File: src/rtl/usb_rx_deserializer_if.sv
// Line-side inputs and byte-side outputs of the USB receive deserializer.
interface usb_rx_deserializer_if;
  logic       crd;
  logic       add;
  logic       drop;
  logic       se0;
  logic [7:0] rx_data;
  logic       rx_valid;
  logic       rx_active;
  logic       rx_error;
  logic       stuff_err;
  logic       fifo_ovf;
  logic       fifo_udf;

  modport master (
    output crd, add, drop, se0,
    input  rx_data, rx_valid, rx_active, rx_error, stuff_err, fifo_ovf, fifo_udf
  );

  modport slave (
    input  crd, add, drop, se0,
    output rx_data, rx_valid, rx_active, rx_error, stuff_err, fifo_ovf, fifo_udf
  );
endinterface

File: src/rtl/usb_rx_deserializer.sv
// Elastic bit FIFO absorbing CDR slips, followed by NRZI decode, SYNC hunt,
// bit-unstuffing and byte assembly.
module usb_rx_deserializer #(
  parameter int DEPTH     = 8,
  parameter int START_LVL = 4
) (
  input logic                  clock,
  input logic                  reset,
  usb_rx_deserializer_if.slave bus
);
  localparam int AW = $clog2(DEPTH);
  localparam logic [AW:0] DEPTH_C = (AW+1)'(DEPTH);
  localparam logic [AW:0] START_C = (AW+1)'(START_LVL);

  typedef enum logic [1:0] {HUNT, DATA, EOP} state_e;

  // FIFO state
  logic [1:0]    mem_q [DEPTH];
  logic [AW-1:0] wptr_q, wptr_d, rptr_q, rptr_d, wp1;
  logic [AW:0]   occ_q, occ_d, free;
  logic          drain_q, drain_d;
  logic          pop, ovf_d, udf_d;
  logic [1:0]    nreq, nacc;
  logic [1:0]    ent_in, ent_out;

  // decoder state
  state_e      state_q, state_d;
  logic        prev_q, prev_d;
  logic [2:0]  ones_q, ones_d, bcnt_q, bcnt_d, zrun_q, zrun_d;
  logic [7:0]  sh_q, sh_d, data_q, data_d;
  logic        vld_q, vld_d, act_q, act_d, err_q, err_d, stf_q, stf_d, ovf_q, udf_q;
  logic        dec;

  assign ent_in  = {bus.se0, bus.crd};
  assign ent_out = mem_q[rptr_q];
  assign wp1     = wptr_q + AW'(1);

  always_comb begin
    if (bus.drop && !bus.add)      nreq = 2'd0;
    else if (bus.add && !bus.drop) nreq = 2'd2;
    else                           nreq = 2'd1;
  end

  // Popping frees a slot this cycle, so a full FIFO that is draining still
  // accepts one entry; the later half of an add pair is the one dropped.
  always_comb begin
    pop  = drain_q && (occ_q != '0);
    free = DEPTH_C - occ_q + {{AW{1'b0}}, pop};
    if ({{(AW-1){1'b0}}, nreq} <= free) nacc = nreq;
    else                                 nacc = free[1:0];
    ovf_d  = (nacc != nreq);
    occ_d  = occ_q + {{(AW-1){1'b0}}, nacc} - {{AW{1'b0}}, pop};
    wptr_d = wptr_q + AW'(nacc);
    rptr_d = rptr_q + AW'(pop);
    udf_d  = drain_q && (occ_q == '0);
    if (!drain_q) drain_d = (occ_q >= START_C);
    else          drain_d = (occ_q != '0);
  end

  always_ff @(posedge clock) begin
    if (nacc != 2'd0) mem_q[wptr_q] <= ent_in;
    if (nacc == 2'd2) mem_q[wp1]    <= ent_in;
  end

  always_comb begin
    state_d = state_q;
    prev_d  = prev_q;
    ones_d  = ones_q;
    bcnt_d  = bcnt_q;
    zrun_d  = zrun_q;
    sh_d    = sh_q;
    data_d  = data_q;
    vld_d   = 1'b0;
    err_d   = 1'b0;
    stf_d   = 1'b0;
    dec     = (ent_out[0] == prev_q);
    if (pop) begin
      if (ent_out[1]) begin
        prev_d = 1'b1;
        case (state_q)
          HUNT: zrun_d = '0;
          DATA: begin
            state_d = EOP;
            err_d   = (bcnt_q != '0);
            bcnt_d  = '0;
            ones_d  = '0;
          end
          default: ;
        endcase
      end else begin
        prev_d = ent_out[0];
        case (state_q)
          HUNT: begin
            if (dec) begin
              if (zrun_q >= 3'd5) begin
                state_d = DATA;
                ones_d  = 3'd1;
                bcnt_d  = '0;
              end
              zrun_d = '0;
            end else if (zrun_q != 3'd5) begin
              zrun_d = zrun_q + 3'd1;
            end
          end
          DATA: begin
            if (ones_q == 3'd6) begin
              if (dec) begin
                stf_d   = 1'b1;
                state_d = HUNT;
                zrun_d  = '0;
              end else begin
                ones_d = '0;
              end
            end else begin
              sh_d   = {dec, sh_q[7:1]};
              ones_d = dec ? ones_q + 3'd1 : 3'd0;
              bcnt_d = bcnt_q + 3'd1;
              if (bcnt_q == 3'd7) begin
                data_d = {dec, sh_q[7:1]};
                vld_d  = 1'b1;
              end
            end
          end
          default: begin
            state_d = HUNT;
            zrun_d  = dec ? 3'd0 : 3'd1;
          end
        endcase
      end
    end
    act_d = (state_d == DATA);
  end

  always_ff @(posedge clock) begin
    if (reset) begin
      wptr_q  <= '0;
      rptr_q  <= '0;
      occ_q   <= '0;
      drain_q <= 1'b0;
      state_q <= HUNT;
      prev_q  <= 1'b1;
      ones_q  <= '0;
      bcnt_q  <= '0;
      zrun_q  <= '0;
      sh_q    <= '0;
      data_q  <= '0;
      vld_q   <= 1'b0;
      act_q   <= 1'b0;
      err_q   <= 1'b0;
      stf_q   <= 1'b0;
      ovf_q   <= 1'b0;
      udf_q   <= 1'b0;
    end else begin
      wptr_q  <= wptr_d;
      rptr_q  <= rptr_d;
      occ_q   <= occ_d;
      drain_q <= drain_d;
      state_q <= state_d;
      prev_q  <= prev_d;
      ones_q  <= ones_d;
      bcnt_q  <= bcnt_d;
      zrun_q  <= zrun_d;
      sh_q    <= sh_d;
      data_q  <= data_d;
      vld_q   <= vld_d;
      act_q   <= act_d;
      err_q   <= err_d;
      stf_q   <= stf_d;
      ovf_q   <= ovf_d;
      udf_q   <= udf_d;
    end
  end

  assign bus.rx_data   = data_q;
  assign bus.rx_valid  = vld_q;
  assign bus.rx_active = act_q;
  assign bus.rx_error  = err_q;
  assign bus.stuff_err = stf_q;
  assign bus.fifo_ovf  = ovf_q;
  assign bus.fifo_udf  = udf_q;
endmodule

File: src/flat_wrapper.sv
// flat-port wrapper written by rule: the top's interface ports become plain ports
module usb_rx_deserializer_flat 
#(
  parameter int DEPTH     = 8,
  parameter int START_LVL = 4
)
  (clock, reset, bus_crd, bus_add, bus_drop, bus_se0, bus_rx_data, bus_rx_valid, bus_rx_active, bus_rx_error, bus_stuff_err, bus_fifo_ovf, bus_fifo_udf);
  usb_rx_deserializer_if bus_i ();
  input logic clock;
  input logic reset;
  input wire logic [$bits(bus_i.crd)-1:0] bus_crd;
  input wire logic [$bits(bus_i.add)-1:0] bus_add;
  input wire logic [$bits(bus_i.drop)-1:0] bus_drop;
  input wire logic [$bits(bus_i.se0)-1:0] bus_se0;
  output wire logic [$bits(bus_i.rx_data)-1:0] bus_rx_data;
  output wire logic [$bits(bus_i.rx_valid)-1:0] bus_rx_valid;
  output wire logic [$bits(bus_i.rx_active)-1:0] bus_rx_active;
  output wire logic [$bits(bus_i.rx_error)-1:0] bus_rx_error;
  output wire logic [$bits(bus_i.stuff_err)-1:0] bus_stuff_err;
  output wire logic [$bits(bus_i.fifo_ovf)-1:0] bus_fifo_ovf;
  output wire logic [$bits(bus_i.fifo_udf)-1:0] bus_fifo_udf;
  assign bus_i.crd = bus_crd;
  assign bus_i.add = bus_add;
  assign bus_i.drop = bus_drop;
  assign bus_i.se0 = bus_se0;
  assign bus_rx_data = bus_i.rx_data;
  assign bus_rx_valid = bus_i.rx_valid;
  assign bus_rx_active = bus_i.rx_active;
  assign bus_rx_error = bus_i.rx_error;
  assign bus_stuff_err = bus_i.stuff_err;
  assign bus_fifo_ovf = bus_i.fifo_ovf;
  assign bus_fifo_udf = bus_i.fifo_udf;
  usb_rx_deserializer #(.DEPTH(DEPTH), .START_LVL(START_LVL)) u_core (.clock(clock), .reset(reset), .bus(bus_i));
endmodule
File: config.mk
export PLATFORM = sky130hd
export DESIGN_NAME = usb_rx_deserializer_flat
export DESIGN_NICKNAME = d
export VERILOG_FILES = /design/src/rtl/usb_rx_deserializer_if.sv /design/src/rtl/usb_rx_deserializer.sv /design/src/flat_wrapper.sv
export SDC_FILE = /design/constraint.sdc
export NUM_CORES = 1
export LEC_CHECK = 0
export CAP_MARGIN = 5
export CORE_MARGIN = 3
export CORE_UTILIZATION = 47
export DETAILED_ROUTE_END_ITERATION = 10
export DONT_BUFFER_PORTS = 1
export PLACE_DENSITY_LB_ADDON = 0.25
export SYNTH_ARGS = -nofsm -noshare
export SYNTH_HDL_FRONTEND = slang
export SYNTH_SLANG_ARGS = --single-unit
export TNS_END_PERCENT = 30
File: constraint.sdc
create_clock -name clock -period 4.9 [get_ports clock]
set_clock_uncertainty 0.15 [all_clocks]
set_input_delay 0.49 -clock clock [delete_from_list [all_inputs] [get_ports clock]]
set_output_delay 0.49 -clock clock [all_outputs]
set_load 0.02 [all_outputs]
After elaboration in Yosys (flattened, before gate mapping):

Memory sizes are Yosys's and may differ from the RTL's. A register that Yosys moved wholly into a read port is not among the register bits.
Index checks and enable logic that the tools add are counted.

* bitwise logic cells: 4
* $add $sub $neg: 10
* reductions and logical operators: 20
* multiplexer cells: 41
* equal/unequal tests: 17
* $lt $le $gt $ge: 3

Operators by type and width (count)
* 3-bit 2-to-1 mux: 18
* 2-bit 2-to-1 mux: 10
* 3-bit case mux with 2 select lines: 3
* 3-bit by 1-bit adder with 3-bit output (second input constant): 4
* 3-bit by 1-bit != test with 1-bit output (second input constant): 4
* 6-bit AND reduction: 2
* 5-bit AND reduction: 2
* 5-bit OR reduction: 2
* 1-bit 2-to-1 mux: 9
* 3-bit == test (second input constant): 2
* 4-bit by 1-bit adder with 4-bit output: 1
* 4-bit by 2-bit adder with 4-bit output: 1
* 2-bit by 1-bit == test with 1-bit output (second input constant): 2
* 4-bit by 3-bit greater-or-equal comparator with 1-bit output (second input constant): 1
* 2-bit by 4-bit <= comparator with 1-bit output: 1
* 1-bit logical AND: 4
* 4-bit zero test: 1
* 2-bit != test (second input constant): 2
* 4-bit by 1-bit != test with 1-bit output (second input constant): 1
* 4-bit by 3-bit != test with 1-bit output (second input constant): 1
* 1-bit inverter: 4
* 2-bit case mux with 2 select lines: 1
* 4-bit AND reduction: 1
* 2-bit nonzero test: 2
* other kinds (15): 16

* bits in writable memories: 16
* register bits: 45
* input port bits: 6
* word-level logic and storage cells: 113
* output and inout port bits: 14
* memories: 1

Memory list
* u_core.mem_q: depth 8, bits a word 2, rd ports 1, clocked after Yosys merged registers in 1, write ports 2, RTL line usb_rx_deserializer.sv:18 `logic [1:0] mem_q [DEPTH];`

Longest topological paths before layout:

* word-level depth: 9
* mapped depth: 19
* mapped depth without buffers: 18

Least setup slack after synthesis:

No wires, ideal clock.

* path kind: register to register
* start point: reg u_core.occ_q[2]
* end point: reg u_core.occ_q[3]
* arrival time: 3626 ps
* cell stages (with the launch flop): 20
* period minus slack after synthesis: 3903 ps
* slack: 997 ps
* required time: 4622 ps
* path buffers: 1
* setup time: 128 ps
* cell sequence: dfxtp_1 -> inv_1 -> ha_1 -> or3b_1 -> nand2_1 -> ha_1 -> inv_1 -> ha_1 -> clkbuf_1 -> mux2i_1 -> a31oi_1 -> a21oi_1 -> nor2_1 -> a21oi_1 -> xnor2_1 -> ha_1 -> a21o_1 -> a21oi_1 -> xnor2_1 -> nor2_1

* longest elaborated chain between the ends: 7
* elaborated cells between the ends (all ways): 8
* those cells by class: 4 x add/sub; 1 x order compare; 1 x mux; 2 x reduce/logical

RTL lines
* start: declaration: RTL line usb_rx_deserializer.sv:20 `logic [AW:0] occ_q, occ_d, free;`
* start signal: assignment: RTL line usb_rx_deserializer.sv:138 `occ_q <= '0;`
* start signal: assignment: RTL line usb_rx_deserializer.sv:156 `occ_q <= occ_d;`
* parallel branches: the longest is 6 deep, another holds 4-bit subtractor
* 4-bit by 1-bit subtractor with 4-bit output (*): RTL line usb_rx_deserializer.sv:52 `occ_d = occ_q + {{(AW-1){1'b0}}, nacc} - {{AW{1'b0}}, pop};`

Every way passes the cells marked *.
A chain may end at the register's enable or synchronous reset.

==> summary.md <==
| Metric | Value |
|---|---|
| Antenna cells | 0 |
| Largest net degree at the start of global routing | 42 |
| Post-CTS setup buffer count | 0 |
| Placed Area | 0.00318 mm² |
| H-tree depth | 3 |
| Setup violators final | 0 |
| Detailed Place HPWL | 3.97 mm |
| Sw power | 647 µW |
| Post-synthesis cell count | 328 |
| Later-pin clock latency in the skew report | 0.34 ns |
| Crit-path cells | inv_1 -> ha_1 -> or3b_1 -> nand2_1 -> ha_1 -> inv_1 -> ha_1 -> mux2i_1 -> a31oi_1 -> a21oi_1 -> mux2i_1 -> a32oi_1 -> o21ai_1 |
| P_leak | 1.26 nW |
| Critical Path Source | u_core.occ_q[2] |
| Die ar. | 0.00770 mm² |
| Crit end category | register |
| Cell taking the most area after synthesis | dfxtp_1 |
| Mapped Avg Cell Area | 9.58 µm² |
| CTS tree | built |
| # rows | 29 |
| IO buf count | 0 |
| Main synth FF type | dfxtp_1 |
| Grt ovf | 0 |
| Outcome | finished clean |
| Pint | 1.09 mW |
| RR Startpoint | u_core.occ_q[2] |
| Post-route cell area | 0.00337 mm² |
| Power Dens Cells | 515 mW/mm² |
| Final Slew Violations | 0 |
| Worst vdd ir | 308 µV |
| Commonest cells post-synth | dfxtp_1 (44), nor2_1 (33), nand2_1 (27) |
| Initial antenna violation count | 0 |
| Slowest-stage cell, CP | mux2i_1 |
| Dpl cells | 392 |
| Worst setup SP type | register |
| Total length of routed wires | 5.64 mm |
| CTS Buffer Depth | 2 |
| Switching share of power | 37.3% |
| Antenna-violating nets left | 0 |
| R2R depth | 13 |
| Period utilization | 88.5% |
| Total power | 1.74 mW |
| Worst r2r dst | u_core.mem_q[1][1] |
| Final min period | 4.34 ns |
| First-pass GRT wire length | 9.50 mm |
| Final Non-Filler Cells | 408 |
| Unique masters post-synth | 51 |
| FF-to-FF setup slack | 0.56 ns |
| IO Count | 20 |
| Root buffer cell | clkbuf_8 |
| Max Clock Freq | 231 MHz |
| Layout area overhead | 7.25% |
| Post-Syn Nets | 357 |
| Mapped cell area | 0.00314 mm² |
| CP peak stage delay | 0.64 ns |
| Arrival @ worst endpoint | 4.22 ns |
| Post-synth EDFFs | 16 |
| Hold Crit Class | in -> reg |
| Share of post-route cells with drive strength above 1 | 7.85% |
| Setup_tns | 0 ns |
| Crit path kind | reg -> reg |
| Via-to-Cell Ratio | 5.55 |
| Core ar. | 0.00642 mm² |
| Drt drc | 0 |
| Yosys warns | 0 |
| Die Wd | 87.8 µm |
| Vias | 2265 |
| Total GRT Usage | 15.9% |
| Sequential cell fraction of total power | 37.7% |
| Final #Nets | 355 |
| Post-CTS Hold Buffers | 0 |
| Reg clk slew, reported paths | 0.06 ns |
| Setup repair after global routing missed its margin | no |
| Worst path required time | 4.78 ns |
| Combinational share of power | 38.3% |
| Most common cell in the netlist | dfxtp_1 |
| Avg WL per Cell | 13.8 µm |
| First-pass DRT Iterations | 4 |
| Worst Setup EP | u_core.mem_q[1][1] |
| Final hold vios | 0 |
| Clk pwr share | 24.0% |
| Largest cells by area after synthesis | dfxtp_1 (28%), edfxtp_1 (15%), ha_1 (8.4%) |
| Die Y | 87.8 µm |
| CP dominant cell by count | ha_1 |
| Clock sink count | 60 |
| Final GP Congestion | 0.855 |
| DR iter-0 viols | 95 |
| Crit Path Max Fanout | 9 |
| Post-cts resize count | 0 |
| Vias in the first global route | 2003 |
| Worst Tran Pin Value | 0.633 ns |
| Async SR Flop Fraction | 0% |
| Starting Density | 48.9% |
| Max Cap Violations | 0 |
| Total clock buffers created by CTS | 9 |
| Max_slew headroom | 56.6% |
| Synth Register Bits | 60 |
| Sequential share of the synthesized area | 43.3% |
| Synth top area share | 28.0% |
-- final cells by class --
| cell class | instances | area, µm² |
|---|---|---|
| Tap cell | 77 | 96.3 |
| Clock inverter | 3 | 18.8 |
| Fill cell | 572 | 3050 |
| Multi-Input combinational cell | 230 | 1630 |
| Timing Repair Buffer | 1 | 7.51 |
| Inverter | 24 | 90.1 |
| Sequential cell | 60 | 1360 |
| Clock buffer | 13 | 170 |
-- metrics by stage --
| stage | utilization (%) | setup slack [ns] | hold slack, ns |
|---|---|---|---|
| final | 52.5 | 0.564 | 0.0637 |
| after global routing | 52.5 | 0.276 | 0.0476 |
| after CTS | 52.5 | 0.605 | 0.0499 |
| after detailed placement | 49.5 | 0.595 | 0.305 |
| after global placement | 49.5 | 0.751 | 0.303 |
| after floorplan | - | 0.997 | 0.293 |
-- state kept, by name, indices dropped and copies added (netlist names), 2 cells and up --
name	cells
u_core.ones_q	3
u_core.zrun_q	3
u_core.occ_q	4
u_core.sh_q	7
u_core.mem_q	16
u_core.wptr_q	3
u_core.bcnt_q	3
u_core.rptr_q	3
u_core.bus.rx_data	8
u_core.state_q	2
-- worst min path at each step --
stage	cells past startpoint	endpoint	from
2_1_floorplan	2	u_core.bus.rx_data[0]	u_core.sh_q[1]
3_3_place_gp	2	u_core.bus.rx_data[0]	u_core.sh_q[1]
3_5_place_dp	2	u_core.bus.rx_data[0]	u_core.sh_q[1]
4_1_cts	1	u_core.bus.rx_data[4]	reset
5_1_grt	1	u_core.ones_q[2]	reset
6_report	1	u_core.ones_q[2]	reset
-- placed cells by master (no fill, tap or decap), types with 5 or more instances in the layout --
cell type / count
dfxtp_1: 44
o21ai_0: 10
o211ai_1: 6
nor2b_1: 6
and3_1: 7
nand3_1: 11
a21oi_1: 20
nor3_1: 10
nor2_1: 33
mux2i_1: 19
o21ai_1: 5
clkbuf_8: 10
inv_1: 24
xnor2_1: 5
nand2_1: 27
edfxtp_1: 16
ha_1: 21
o31ai_1: 6
-- cells by family after synthesis --
group           count (synthesis)  share of synthesized area, %
simple gates                  109                          16.6
flops                          60                          43.3
buf+inv                        38                          5.10
mux                            26                          9.76
fa+ha+maj                      23                          9.64
compound gates                 63                          12.8
xor+xnor                        9                          2.75
-- metal layers --
layer / GRT usage (%) / wire length, µm / vias to the layer above / part of all wire (%)
met4: 6.83 / 99 / 0 / 1.8
met1: 22.5 / 2930 / 1054 / 52
met2: 21.8 / 2380 / 37 / 42
met5: 0 / 0 / - / 0
met3: 5.64 / 223 / 6 / 4.0
li1: - / - / 1168 / -
-- worst max-delay path, delay by kind of cell, from the launching register on --
family,cells,cell delay (ns)
buf+inv,2,0.17
fa+ha+maj,3,0.81
flops,1,0.29
simple gates,2,0.62
mux,2,0.88
compound gates,4,1.11
-- power by group through the flow --
| stage | clock network (mW) | logic, mW | registers [mW] |
|---|---|---|---|
| final | 0.417 | 0.665 | 0.654 |
| after floorplan | 0 | 0.580 | 0.631 |
| after global routing | 0.451 | 0.764 | 0.665 |
| after global placement | 0 | 0.648 | 0.666 |
| after detailed placement | 0 | 0.658 | 0.666 |
| after CTS | 0.427 | 0.664 | 0.655 |
Note: power is estimated with default switching activity, not from simulation.
